===== config.mk =====
export PLATFORM = sky130hd
export DESIGN_NAME = digit_serial_addsub
export DESIGN_NICKNAME = d
export VERILOG_FILES = /design/src/rtl/addsub_pkg.sv /design/src/rtl/digit_add.sv /design/src/rtl/digit_serial_addsub.sv
export SDC_FILE = /design/constraint.sdc
export NUM_CORES = 1
export LEC_CHECK = 0
export CAP_MARGIN = 30
export CELL_PAD_IN_SITES_DETAIL_PLACEMENT = 1
export CELL_PAD_IN_SITES_GLOBAL_PLACEMENT = 1
export CORE_UTILIZATION = 50
export DETAILED_ROUTE_END_ITERATION = 8
export DONT_BUFFER_PORTS = 1
export HOLD_SLACK_MARGIN = 0.03
export PLACE_DENSITY = 0.84
export SYNTH_ARGS = -nofsm -noshare
export SYNTH_HDL_FRONTEND = slang
export SYNTH_SLANG_ARGS = --single-unit

===== constraint.sdc =====
create_clock -name clk -period 7.2 [get_ports clk]
set_clock_uncertainty 0.1 [all_clocks]
set_input_delay 0.72 -clock clk [delete_from_list [all_inputs] [get_ports clk]]
set_output_delay 0.72 -clock clk [all_outputs]
set_load 0.05 [all_outputs]

===== src/rtl/addsub_pkg.sv =====
// Shared types and op decode helpers for the digit-serial add/subtract unit.
package addsub_pkg;

  typedef enum logic [1:0] {
    OP_ADD = 2'b00,
    OP_ADC = 2'b01,
    OP_SUB = 2'b10,
    OP_SBC = 2'b11
  } addsub_op_t;

  typedef enum logic [1:0] {
    S_IDLE = 2'b00,
    S_RUN  = 2'b01,
    S_DONE = 2'b10
  } state_t;

  function automatic logic op_inverts_b(addsub_op_t op);
    return (op == OP_SUB) || (op == OP_SBC);
  endfunction

  // ARM carry convention: subtraction is a + ~b + 1, so C=1 means no borrow.
  function automatic logic op_carry_in(addsub_op_t op, logic cin);
    logic c;
    case (op)
      OP_ADD:  c = 1'b0;
      OP_SUB:  c = 1'b1;
      default: c = cin;
    endcase
    return c;
  endfunction

endpackage


===== src/rtl/digit_add.sv =====
// Combinational D-bit ripple adder; also exposes the carry into its MSB so the
// caller can derive signed overflow on the final digit.
module digit_add #(
  parameter int D = 8
) (
  input  logic [D-1:0] a,
  input  logic [D-1:0] b,
  input  logic         cin,
  output logic [D-1:0] sum,
  output logic         cout,
  output logic         c_msb
);

  always_comb begin
    logic [D:0] c;
    c    = '0;
    sum  = '0;
    c[0] = cin;
    for (int i = 0; i < D; i++) begin
      sum[i]   = a[i] ^ b[i] ^ c[i];
      c[i+1]   = (a[i] & b[i]) | (c[i] & (a[i] ^ b[i]));
    end
    cout  = c[D];
    c_msb = c[D-1];
  end

endmodule


===== src/rtl/digit_serial_addsub.sv =====
// N-bit ADD/ADC/SUB/SBC computed D bits per clock through one digit_add,
// with NZCV flags and valid/ready handshakes on both sides.
//
//   state  | meaning
//   S_IDLE | waiting for an operation, in_ready=1
//   S_RUN  | one digit per edge, LSB digit first
//   S_DONE | result and flags valid, held until out_ready
module digit_serial_addsub
  import addsub_pkg::*;
#(
  parameter int N = 32,
  parameter int D = 8
) (
  input  logic         clk,
  input  logic         rst_n,
  input  logic         in_valid,
  output logic         in_ready,
  input  logic [N-1:0] a,
  input  logic [N-1:0] b,
  input  addsub_op_t   op,
  input  logic         cin,
  output logic         out_valid,
  input  logic         out_ready,
  output logic [N-1:0] sum,
  output logic         flag_n,
  output logic         flag_z,
  output logic         flag_c,
  output logic         flag_v
);

  localparam int NDIG = N / D;
  localparam int CW   = (NDIG > 1) ? $clog2(NDIG) : 1;

  generate
    if (N < 2 || D < 1 || D > N || (N % D) != 0) begin : g_bad_params
      $fatal(1, "digit_serial_addsub: need N >= 2, 1 <= D <= N and N %% D == 0");
    end
  endgenerate

  state_t        state;
  logic [CW-1:0] cnt;
  logic [N-1:0]  a_q, b_q, work;
  logic          carry;

  logic [D-1:0]   d_sum;
  logic           d_cout, d_cmsb;
  logic [N+D-1:0] work_cat;
  logic [N-1:0]   work_nxt;
  logic           last;

  // Operands shift right each digit; the partial sum shifts in from the top,
  // so after N/D digits the first digit has landed at bits [D-1:0].
  digit_add #(.D(D)) u_digit_add (
    .a     (a_q[D-1:0]),
    .b     (b_q[D-1:0]),
    .cin   (carry),
    .sum   (d_sum),
    .cout  (d_cout),
    .c_msb (d_cmsb)
  );

  assign work_cat = {d_sum, work};
  assign work_nxt = work_cat[N+D-1:D];
  assign last     = (cnt == CW'(NDIG - 1));
  assign in_ready = (state == S_IDLE) || ((state == S_DONE) && out_ready);

  always_ff @(posedge clk or negedge rst_n) begin
    if (!rst_n) begin
      state     <= S_IDLE;
      cnt       <= '0;
      a_q       <= '0;
      b_q       <= '0;
      work      <= '0;
      carry     <= 1'b0;
      out_valid <= 1'b0;
      sum       <= '0;
      flag_n    <= 1'b0;
      flag_z    <= 1'b0;
      flag_c    <= 1'b0;
      flag_v    <= 1'b0;
    end else begin
      case (state)
        S_RUN: begin
          a_q   <= a_q >> D;
          b_q   <= b_q >> D;
          work  <= work_nxt;
          carry <= d_cout;
          if (last) begin
            sum       <= work_nxt;
            flag_n    <= work_nxt[N-1];
            flag_z    <= ~|work_nxt;
            flag_c    <= d_cout;
            flag_v    <= d_cmsb ^ d_cout;
            out_valid <= 1'b1;
            cnt       <= '0;
            state     <= S_DONE;
          end else begin
            cnt <= cnt + 1'b1;
          end
        end
        S_DONE: begin
          if (out_ready) begin
            out_valid <= 1'b0;
            state     <= S_IDLE;
          end
        end
        default: state <= S_IDLE;
      endcase

      // Acceptance overrides the DONE->IDLE move so a consume and a new
      // operation can share one edge.
      if (in_valid && in_ready) begin
        a_q   <= a;
        b_q   <= op_inverts_b(op) ? ~b : b;
        carry <= op_carry_in(op, cin);
        cnt   <= '0;
        state <= S_RUN;
      end
    end
  end

endmodule

==> results of run 1 <==
worst max path at each step:
| stage | slack [ps] | endpoint | cells after the start |
|---|---|---|---|
| detailed placement | 3100 | flag_z$_DFFE_PN0P_ | 12 |
| CTS | 3060 | flag_z$_DFFE_PN0P_ | 12 |
| floorplan | 3370 | flag_z$_DFFE_PN0P_ | 13 |
| global route | 2890 | flag_z$_DFFE_PN0P_ | 12 |
| global placement | 3250 | flag_z$_DFFE_PN0P_ | 13 |
| finish | 3050 | flag_z$_DFFE_PN0P_ | 12 |
metrics by stage:
stage | total power (W) | std cells
detailed placement | 0.00277 | 622
floorplan | 0.00247 | 513
global placement | 0.00266 | 621
global route | 0.00379 | 656
CTS | 0.00358 | 655
finish | 0.00356 | 656
critical path, stage by stage (launching register included):
cell	delay [ps]
dfrtp_1	400
fa_1	440
fa_1	410
fa_1	400
fa_1	370
inv_1	80
fa_1	160
inv_1	50
fa_1	390
fa_1	490
nor4_1	190
nand4_1	160
o41ai_1	370
power by group through the flow:
stage | combinational, W | sequential [W] | clock [W]
after global placement | 0.00104 | 0.00163 | 0
after floorplan | 0.000938 | 0.00153 | 0
final | 0.00116 | 0.00164 | 0.000767
after detailed placement | 0.00112 | 0.00165 | 0
after global routing | 0.00129 | 0.00168 | 0.000816
after CTS | 0.00116 | 0.00164 | 0.000784
area by class of cell:
| type | instances | share of cell area |
|---|---|---|
| sequential | 129 | 0.490 |
| multi-input combinational | 337 | 0.381 |
| clock buffer | 26 | 0.0758 |
| tap | 143 | 0.0272 |
| timing repair buffer | 6 | 0.0160 |
| inverter | 9 | 0.00513 |
| clock inverter | 6 | 0.00456 |
cell usage after synthesis (all sizes together):
library cell and number:
dfrtp 129, nand2 93, mux2i 72, o21ai 32
xnor2 32, mux2 31, nand4 26, buf 25
clkbuf 13, a221o 9, and2 9, inv 9
fa 8, nor4 7, a21oi 3, nor2 3
nand2b 2, a21o 1, a31oi 1, and3 1
ha 1, nand3 1, nand3b 1, nor2b 1
nor3 1, o41ai 1, xor2 1
registers in the layout, indices dropped and copies added, names as in the netlist:
register	flops
cnt	2
work	24
flag_c	1
carry	1
sum	32
state	2
flag_v	1
a_q	32
out_valid	1
flag_z	1
b_q	32
per-layer routing:
layer  vias up  track usage  routed length, µm
li1       1749            -                  -
met1      1913        0.275               5560
met2       108        0.406               6950
met3         9       0.0913                807
met4         0       0.0856                158
met5         -            0                  0
logic make-up after synthesis:
logic type,Yosys count,synth area share
simple gates,145,0.113
flops,129,0.542
mux,103,0.180
compound gates,47,0.0494
buf+inv,47,0.0389
xor+xnor,33,0.0485
fa+ha+maj,9,0.0290
repair_timing:
item / 4_1_cts / 5_1_grt
hold buffers: 1 / 0
setup endpoints to repair: 0 / 0
hold endpoints to repair: 129 / 0
==> qor.txt, run 1 <==
LEAKAGE: 3.14 nW
Clock Pin Slew Worst Setup and Hold Paths: 50 ps
CTS Buffer Depth: 2
GR Overflow Total: 0
Util after Layout: 0.572
f_max: 0.241 GHz
RSZ-0062 raised after global routing: false
reg2reg start: a_q[0]$_DFFE_PN0P_
Synth area leaders: dfrtp_1, mux2i_1, nand2_1
H-tree depth: 4
multi-input logic area: 2510 µm²
CP required: 7400 ps
top cell type's share of synthesized area: 0.542
die area: 12400 µm²
row count: 39
YS warnings: 0
area leader, netlist: dfrtp_1
Worst Setup SP: a_q[0]$_DFFE_PN0P_
post-synthesis sequential area ratio: 0.542
PD cells: 540 nW/µm²
Mapped Cells: 513
Die H: 111 µm
crit-path max FO: 3
Final Max Slew Viols: 0
dpl hpwl: 9020 µm
reg2reg path depth: 12
Setup CP Type: reg -> reg
First DRT Iteration DRCs: 234
Reg power frac: 0.460
Sw Ratio: 0.425
antenna cells: 0
Final ANT Viol Nets: 0
Root Buffer: clkbuf_16
status: finished, violations left
CTS buffer count: 17
commonest non-fill, non-tap cells in the layout: dfrtp_1, nand2_1, mux2i_1
# clock sinks: 129
via count: 3779
synthesis-to-layout area growth: 10.6%
Hold Path Class: in -> async
RR Endpoint: flag_z$_DFFE_PN0P_
MaxCap Viol Count: 0
vias per cell: 5.76
minimum clock period: 4150 ps
pre-CTS setup slack: 3100 ps
first-pass GRT wire length: 22300 µm
Distinct cells, synth: 30
CTS tree: built
Mapped Nets: 593
IO Port Bufs: 0
R2R setup slack: 3050 ps
die width: 111 µm
Peak VDD IR: 0.000222 V
Psw: 0.00151 W
Wirelength per Cell: 20.5 µm
pin count of the biggest net entering global routing: 130
Final Cell Area: 6590 µm²
clock share of power: 0.215
most common cell after layout, fill and taps aside: dfrtp_1
Crit. End Element: flop
Combinational Power Share: 0.325
flops & latches, synth: 129
Resize count post-CTS: 0
vias in the first global route: 4181
io pins: 109
layout cells sized above 1: 0.135
Filler cells: 1192
Worst slew margin: 0.377
failing checks: design-rule violations
router iterations before antenna repair: 7
GP Congestion: 0.831
setup TNS: 0 ps
Register Area: 3230 µm²
Total GRT Usage: 0.239
clk_lat worst skew: 420 ps
Post-Syn Area: 5960 µm²
worst setup margin: 3050 ps
Final nets: 580
crit path DAT: 4350 ps
final worst path period share: 0.576
placed instance area: 6000 µm²
Final setup viols: 0
antenna violations before repair: 0
Mapped Avg Cell Area: 11.6 µm²
post-CTS setup buffers: 0
P_int: 0.00205 W
Least-Margin Pin Slew: 934 ps
type of origin of the critical path: flop
core area: 11500 µm²
hold violation count in the final report: 0
final wirelength: 13500 µm
Initial Utilization: 0.517
# DRC: 16
hold slack final: 168 ps
(Power assumes the default switching activity.)
==> run 2, diff against run 1 <==
- CORE_UTILIZATION: 50 -> 45
- PLACE_DENSITY: 0.84 -> 0.8
- clock period: 7.2 -> 3.5 ns (I/O delays scaled with it)
==> run 2 against run 1 <==
Compared with the run above:
- the flow finishes with violations (negative setup slack)
- global-route usage rose by 1.9 points
- clock power rose by 130%
- maximum frequency rose by 8.1%
- routed wire length rose by 20%
- setup slack got worse by 3400 ps
- sequential power rose by 110%
- worst hold slack got worse by 140 ps
- die area rose by 11%
- register-to-register slack got worse by 3400 ps
- critical path type unchanged
- critical endpoint unchanged
==> qor.txt, run 2 (synthesis gave the netlist of run 1 again) <==
status: finished, violations left
failing checks: negative setup slack
PD cells: 1060 nW/µm² (+97%)
WHS Endpoint: b_q[11]$_DFFE_PN0P_
GP Congestion: 0.803 (-3.4%)
First DRT Iteration DRCs: 275 (+18%)
antenna violations before repair: 0 (unchanged)
most common cell after layout, fill and taps aside: dfrtp_1
hold violation count in the final report: 0 (unchanged)
placed instance area: 6080 µm² (+1.4%)
Final nets: 644 (+11%)
# DRC: 0 (-16)
Top delay family on crit path: adder cells
hold path cells: 2
Final ANT Viol Nets: 0 (unchanged)
# clock sinks: 129 (unchanged)
IO Port Bufs: 0 (unchanged)
Crit. End Element: flop
H-tree depth: 4 (unchanged)
Final Max Slew Viols: 0 (unchanged)
minimum clock period: 3840 ps (-310 ps)
worst setup margin: -338 ps (-3390 ps)
R2R setup slack: -340 ps (-3390 ps)
die area: 13700 µm² (+11%)
Largest regs: a_q: 32 flops, b_q: 32 flops, sum: 32 flops
CTS buffer count: 17 (unchanged)
reg2reg path depth: 13 (+1)
synthesis-to-layout area growth: 23.0%
Setup CP Type: reg -> reg
crit path DAT: 4010 ps (-340 ps)
Hold Path Class: in -> reg
Register Area: 3230 µm² (unchanged)
vias per cell: 5.46 (-5.3%)
RR Endpoint: flag_z$_DFFE_PN0P_
type of origin of the critical path: flop
dpl hpwl: 9170 µm (+1.7%)
RSZ-0062 raised after global routing: true
core area: 12800 µm² (+11%)
router iterations before antenna repair: 4 (-3)
Slowest Stage Delay on Critical Path: 450 ps (-40 ps)
via count: 4075 (+7.8%)
CP required: 3670 ps (-3730 ps)
Initial Utilization: 0.466 (-0.0509)
setup TNS: -1480 ps (-1480 ps)
reg2reg start: carry$_DFFE_PN0P_
GR Overflow Total: 0 (unchanged)
Wirelength per Cell: 21.7 µm (+5.6%)
final worst path period share: 1.10 (+0.520)
clk_lat worst skew: 420 ps (about the same)
Final Cell Area: 7330 µm² (+11%)
Final setup viols: 7 (+7)
layout cells sized above 1: 0.150 (+0.0151)
row count: 41 (+5.1%)
beginning of the worst hold path: b[11]
Root Buffer: clkbuf_16
worst-path cell chain: fa_2 > fa_2 > fa_2 > fa_2 > inv_2 > fa_1 > inv_1 > fa_2 > fa_2 > inv_2 > fa_2 > nand4_1 > o41ai_2
final wirelength: 16200 µm (+20%)
Peak VDD IR: 0.000483 V (+120%)
CP most frequent cell: fa_2
multi-input logic area: 2540 µm² (+1.0%)
antenna cells: 0 (unchanged)
worst path bufs/invs: 3 (+1)
Least-Margin Pin Slew: 939 ps (+4.83 ps)
pin count of the biggest net entering global routing: 130 (unchanged)
CTS Buffer Depth: 2 (unchanged)
die width: 117 µm (+5.3%)
crit-path max FO: 3 (unchanged)
f_max: 0.261 GHz (+8.1%)
CTS tree: built
first-pass GRT wire length: 25300 µm (+13%)
io pins: 109 (unchanged)
Die H: 117 µm (+5.3%)
Util after Layout: 0.574 (+0.00169)
commonest non-fill, non-tap cells in the layout: dfrtp_1, nand2_1, mux2i_1
Clock Pin Slew Worst Setup and Hold Paths: 50 ps (about the same)
Filler cells: 1265 (+6.1%)
slowest CP cell: fa_2
Worst slew margin: 0.374 (-0.00322)
MaxCap Viol Count: 0 (unchanged)
LEAKAGE: 3.43 nW (+9.2%)
Total GRT Usage: 0.258 (+0.0192)
vias in the first global route: 4569 (+9.3%)
run 2: worst reg2reg max path, cell delays in order, from the launching register on:
cell and delay, ps:
dfrtp_1 410, fa_2 400, fa_2 370, fa_2 380, fa_2 360, inv_2 60, fa_1 160, inv_1 50
fa_2 340, fa_2 380, inv_2 70, fa_2 450, nand4_1 100, o41ai_2 80
run 2: metrics by stage:
step | power, W | setup slack (ps) | std cells | hold WS, ps
floorplan | 0.00512 | -104 | 513 | -45.6
global placement | 0.00562 | -204 | 656 | -40.4
detailed placement | 0.00581 | -323 | 656 | -41.6
CTS | 0.00774 | -343 | 743 | 30.8
global route | 0.00828 | -507 | 747 | 30.1
finish | 0.00780 | -338 | 747 | 27.2
run 2: area by class of cell:
cell class,instances,share of cell area
Clock buffer,25,0.0704
Sequential cell,129,0.441
Inverter,9,0.00461
Multi-Input combinational cell,337,0.346
Timing Repair Buffer,70,0.0987
Tap cell,172,0.0294
Clock inverter,5,0.0102
run 2: what timing repair did:
item | 4_1_cts | 5_1_grt
setup buffers | 0 | 1
hold buffers | 57 | 2
endpoints found under the hold margin | 170 | 1
endpoints found under the setup margin | 7 | 8
resized for setup | 2 | 0
gates cloned | 0 | 0
run 2: worst max path at each step:
stage / from / endpoint / slack [ps] / cells past startpoint
after floorplan: carry$_DFFE_PN0P_ / flag_z$_DFFE_PN0P_ / -100 / 13
after global placement: carry$_DFFE_PN0P_ / flag_z$_DFFE_PN0P_ / -200 / 12
after detailed placement: carry$_DFFE_PN0P_ / flag_z$_DFFE_PN0P_ / -320 / 12
after CTS: carry$_DFFE_PN0P_ / flag_z$_DFFE_PN0P_ / -340 / 13
after global routing: carry$_DFFE_PN0P_ / flag_z$_DFFE_PN0P_ / -510 / 13
final: carry$_DFFE_PN0P_ / flag_z$_DFFE_PN0P_ / -340 / 13
run 2: layer usage:
metal	part of all wire	track usage	vias to the layer above
li1	-	-	1859
met3	0.053	0.0860	18
met5	0	0	-
met2	0.54	0.462	116
met4	0.013	0.0776	0
met1	0.40	0.293	2082
run 2: power by group:
part,leakage (nW),total (W),switching [W],internal [W]
combinational,1.50,0.00263,0.00142,0.00121
sequential,1.63,0.00340,0.00124,0.00216
clock,0.295,0.00177,0.000624,0.00115
==> run 3, diff against run 2 <==
--- a/config.mk
+++ b/config.mk
@@ -6,13 +6,15 @@
 export NUM_CORES = 1
 export LEC_CHECK = 0
+export ABC_AREA = 1
 export CAP_MARGIN = 30
 export CELL_PAD_IN_SITES_DETAIL_PLACEMENT = 1
 export CELL_PAD_IN_SITES_GLOBAL_PLACEMENT = 1
-export CORE_UTILIZATION = 45
+export CORE_UTILIZATION = 42
 export DETAILED_ROUTE_END_ITERATION = 8
 export DONT_BUFFER_PORTS = 1
 export HOLD_SLACK_MARGIN = 0.03
-export PLACE_DENSITY = 0.8
+export PLACE_DENSITY = 0.79
 export SYNTH_ARGS = -nofsm -noshare
 export SYNTH_HDL_FRONTEND = slang
+export SYNTH_HIERARCHICAL = 1
 export SYNTH_SLANG_ARGS = --single-unit
==> constraint.sdc (replaced) <==
create_clock -name clk -period 3.5 [get_ports clk]
set_clock_uncertainty 0.1 [all_clocks]
set_input_delay 0.525 -clock clk [delete_from_list [all_inputs] [get_ports clk]]
set_output_delay 0.525 -clock clk [all_outputs]
set_load 0.05 [all_outputs]
==> run 3 against run 2 <==
Compared with the run above:
- largest power group unchanged
- the flow finishes with violations (negative hold slack, negative setup slack)
- routed wire length shrank 14%
- combinational power shrank 6%
- sequential cell count is the same
==> qor.txt, run 3 <==
Wirelength per Cell: 16.3 µm (-25%)
Crit. End Element: flop
Mapped Nets: 751 (+27%)
Root Buffer: clkbuf_16
Worst slew margin: 0.364 (-0.0102)
die area: 14200 µm² (+3.6%)
Post-Syn Area: 5760 µm² (-3.2%)
CP required: 3770 ps (+100 ps)
Synth Area in Simple Gates: 0.246 (+0.133)
crit path DAT: 4110 ps (+100 ps)
Distinct cells, synth: 23 (-23%)
asr flop ratio synth: 1.00 (unchanged)
layout cells sized above 1: 0.103 (-0.0468)
post-synthesis xor/xnor area fraction: 0.0502 (+0.00162)
LEAKAGE: 3.29 nW (-3.9%)
top cell type's share of synthesized area: 0.560 (+0.0181)
Psw: 0.00329 W (+0.27%)
number of flops mapped to enable cells by yosys: 0 (unchanged)
status: finished, violations left
First DRT Iteration DRCs: 198 (-28%)
commonest non-fill, non-tap cells in the layout: nand2_1, dfrtp_1, nand3_1
final cell count without fillers: 857 (+15%)
clk_lat worst skew: 430 ps (about the same)
Total GRT Usage: 0.214 (-0.0440)
Cells after DPL: 821 (+25%)
Largest regs: a_q: 32 flops, b_q: 32 flops, sum: 32 flops
slowest CP cell: fa_2
row count: 42 (+2.4%)
Hold Path Class: in -> async
antenna violations before repair: 0 (unchanged)
Worst Setup SP: a_q[0]$_DFFE_PN0P_
CP most frequent cell: fa_2
Combinational Power Share: 0.323 (-0.014)
router iterations before antenna repair: 4 (unchanged)
core area: 13300 µm² (+4.1%)
Slowest Stage Delay on Critical Path: 420 ps (-30 ps)
vias per cell: 5.01 (-8.2%)
failing checks: negative hold slack, negative setup slack
area leader, netlist: dfrtp_1
Final Max Slew Viols: 0 (unchanged)
Mapped Cells: 671 (+31%)
Filler cells: 1576 (+25%)
compound-gate portion of the synthesized area: 0.0586 (+0.00925)
Sw Ratio: 0.432 (+0.0115)
Final nets: 748 (+16%)
adder-cell share of the synthesized area: 0.0300 (+0.000969)
type of origin of the critical path: flop
first-pass GRT wire length: 23200 µm (-8.3%)
Least-Margin Pin Slew: 954 ps (+15.3 ps)
final worst path period share: 1.10 (+0.00265)
Final setup viols: 4 (-3)
Final ANT Viol Nets: 0 (unchanged)
Peak VDD IR: 0.000415 V (-14%)
P_int: 0.00433 W (-4.3%)
flops & latches, synth: 129 (unchanged)
Synth area leaders: dfrtp_1, nand2_1, xor2_1
Util after Layout: 0.496 (-0.0778)
vias in the first global route: 4643 (+1.6%)
YS warnings: 6 (+6)
most common cell after layout, fill and taps aside: nand2_1
synthesis-to-layout area growth: 14.4%
die width: 119 µm (+1.8%)
Synth top cells by count: nand2_1, dfrtp_1, nand3_1
largest family of logic cells by synthesized area: simple AND/OR/NAND/NOR gates
# DRC: 0 (unchanged)
reg2reg start: a_q[0]$_DFFE_PN0P_
Die H: 119 µm (+1.8%)
worst setup margin: -347 ps (-9.27 ps)
pin count of the biggest net entering global routing: 130 (unchanged)
RSZ-0062 raised after global routing: true
hold slack final: -310 ps (-337 ps)
CTS Buffer Depth: 2 (unchanged)
io pins: 109 (unchanged)
CTS tree: built
mux cell area share after synthesis: 0 (-0.180)
CTS buffer count: 17 (unchanged)
Mapped Avg Cell Area: 8.59 µm² (-26%)
Initial Utilization: 0.433 (-0.0328)
crit-path max FO: 2 (-1)
most common cell in the netlist: nand2_1
Clock Pin Slew Worst Setup and Hold Paths: 60 ps (about the same)
pre-CTS setup slack: -332 ps (-9.46 ps)
IO Port Bufs: 0 (unchanged)
worst-path cell chain: fa_2 > inv_2 > fa_2 > inv_2 > fa_2 > fa_2 > fa_2 > fa_2 > inv_2 > fa_2 > inv_2 > fa_2 > nor2_2 > nand2_1 > nor2_1 > nand2_1 > nor2_1 > nand2_1 > nand2_1
H-tree depth: 4 (unchanged)
MaxCap Viol Count: 0 (unchanged)
hold violation count in the final report: 129 (+129)
Setup CP Type: reg -> reg
final wirelength: 14000 µm (-14%)
post-synthesis sequential area ratio: 0.560 (+0.0181)
via count: 4292 (+5.3%)
clock share of power: 0.250 (+0.023)
f_max: 0.260 GHz (-0.24%)
GR Overflow Total: 0 (unchanged)
dominant synthesized flop cell: dfrtp_1
PD cells: 1150 nW/µm² (+8.5%)
# clock sinks: 129 (unchanged)
dpl hpwl: 8990 µm (-2.0%)
GP Congestion: 0.771 (-4.0%)
Reg power frac: 0.426 (-0.010)
antenna cells: 0 (unchanged)
minimum clock period: 3850 ps (+9.27 ps)
[run 3: changes by cell type in the layout (fill, tap and decap cells not counted), moves of 9 or more]
cell           previous run  this run
nand2_1                  93       295
inv_1                     6        30
nand3_1                   0        38
xor2_1                    1        24
and2_1                    9         0
mux2i_1                  72         0
nor2_1                    3        17
dlygate4sd3_1            58         0
nand4_1                  26         2
xnor2_1                  32         9
mux2_2                   31         0
a221o_1                   9         0
o21ai_1                   1        31
[run 3: per-stage QoR]
stage	cell area (µm²)	TNS [ps]	power [W]	hold WS, ps
after floorplan	5780	-153	0.00489	129
after global placement	5900	-455	0.00539	132
after detailed placement	5900	-766	0.00555	132
after CTS	6560	-756	0.00757	-326
after global routing	6590	-1640	0.00813	-330
final	6590	-1030	0.00761	-310
[run 3: layout make-up]
cell class	count	area (µm²)	area share
multi-input combinational	468	2250	0.342
sequential	129	3230	0.490
tap	176	220	0.0334
timing repair buffer	13	105	0.0159
clock inverter	10	155	0.0235
inverter	39	146	0.0222
clock buffer	22	484	0.0734
[run 3: routing by layer]
layer / GRT usage / part of all wire
met5: 0 / 0
met4: 0.0910 / 0.018
met2: 0.372 / 0.52
met3: 0.0747 / 0.061
met1: 0.236 / 0.40
[run 3: final timing paths]
check                      slack (ps)  cells past startpoint              endpoint
setup reg to reg                 -350                     19    flag_z$_DFFE_PN0P_
max in group asynchronous        3450                      0   b_q[24]$_DFFE_PN0P_
hold reg to reg                   370                      2   a_q[10]$_DFFE_PN0P_
hold / removal                   -310                      0  work[14]$_DFFE_PN0N_
min in group clk                  110                      1  state[1]$_DFFE_PN0P_
setup / recovery                 -350                     19    flag_z$_DFFE_PN0P_
[run 3: repair_timing]
action	4_1_cts	5_1_grt
endpoints found under the hold margin	129	129
gates resized for setup	5	7
buffers inserted	2	3
pin swaps	3	2
endpoints found under the setup margin	6	8
[run 3: power groups by stage]
stage | Combinational [W] | Clock, W | Sequential (W)
CTS | 0.00238 | 0.00194 | 0.00326
finish | 0.00246 | 0.00191 | 0.00325
global route | 0.00281 | 0.00200 | 0.00332
floorplan | 0.00179 | 0 | 0.00310
global placement | 0.00216 | 0 | 0.00323
detailed placement | 0.00228 | 0 | 0.00327
[run 3: worst max-delay path, delay by kind of cell, from the launching register on]
family / cells / cell delay, ps
adder cells (fa/ha/maj): 8 / 2540
AND/OR/NAND/NOR: 7 / 520
flip-flops: 1 / 400
buffers and inverters: 4 / 200
[run 3: cell families (layout without fill, tap and decap cells)]
group,after synthesis,count (layout)
compound gates,66,66
flops,129,129
buf+inv,74,84
xor+xnor,33,33
simple gates,360,360
fa+ha+maj,9,9
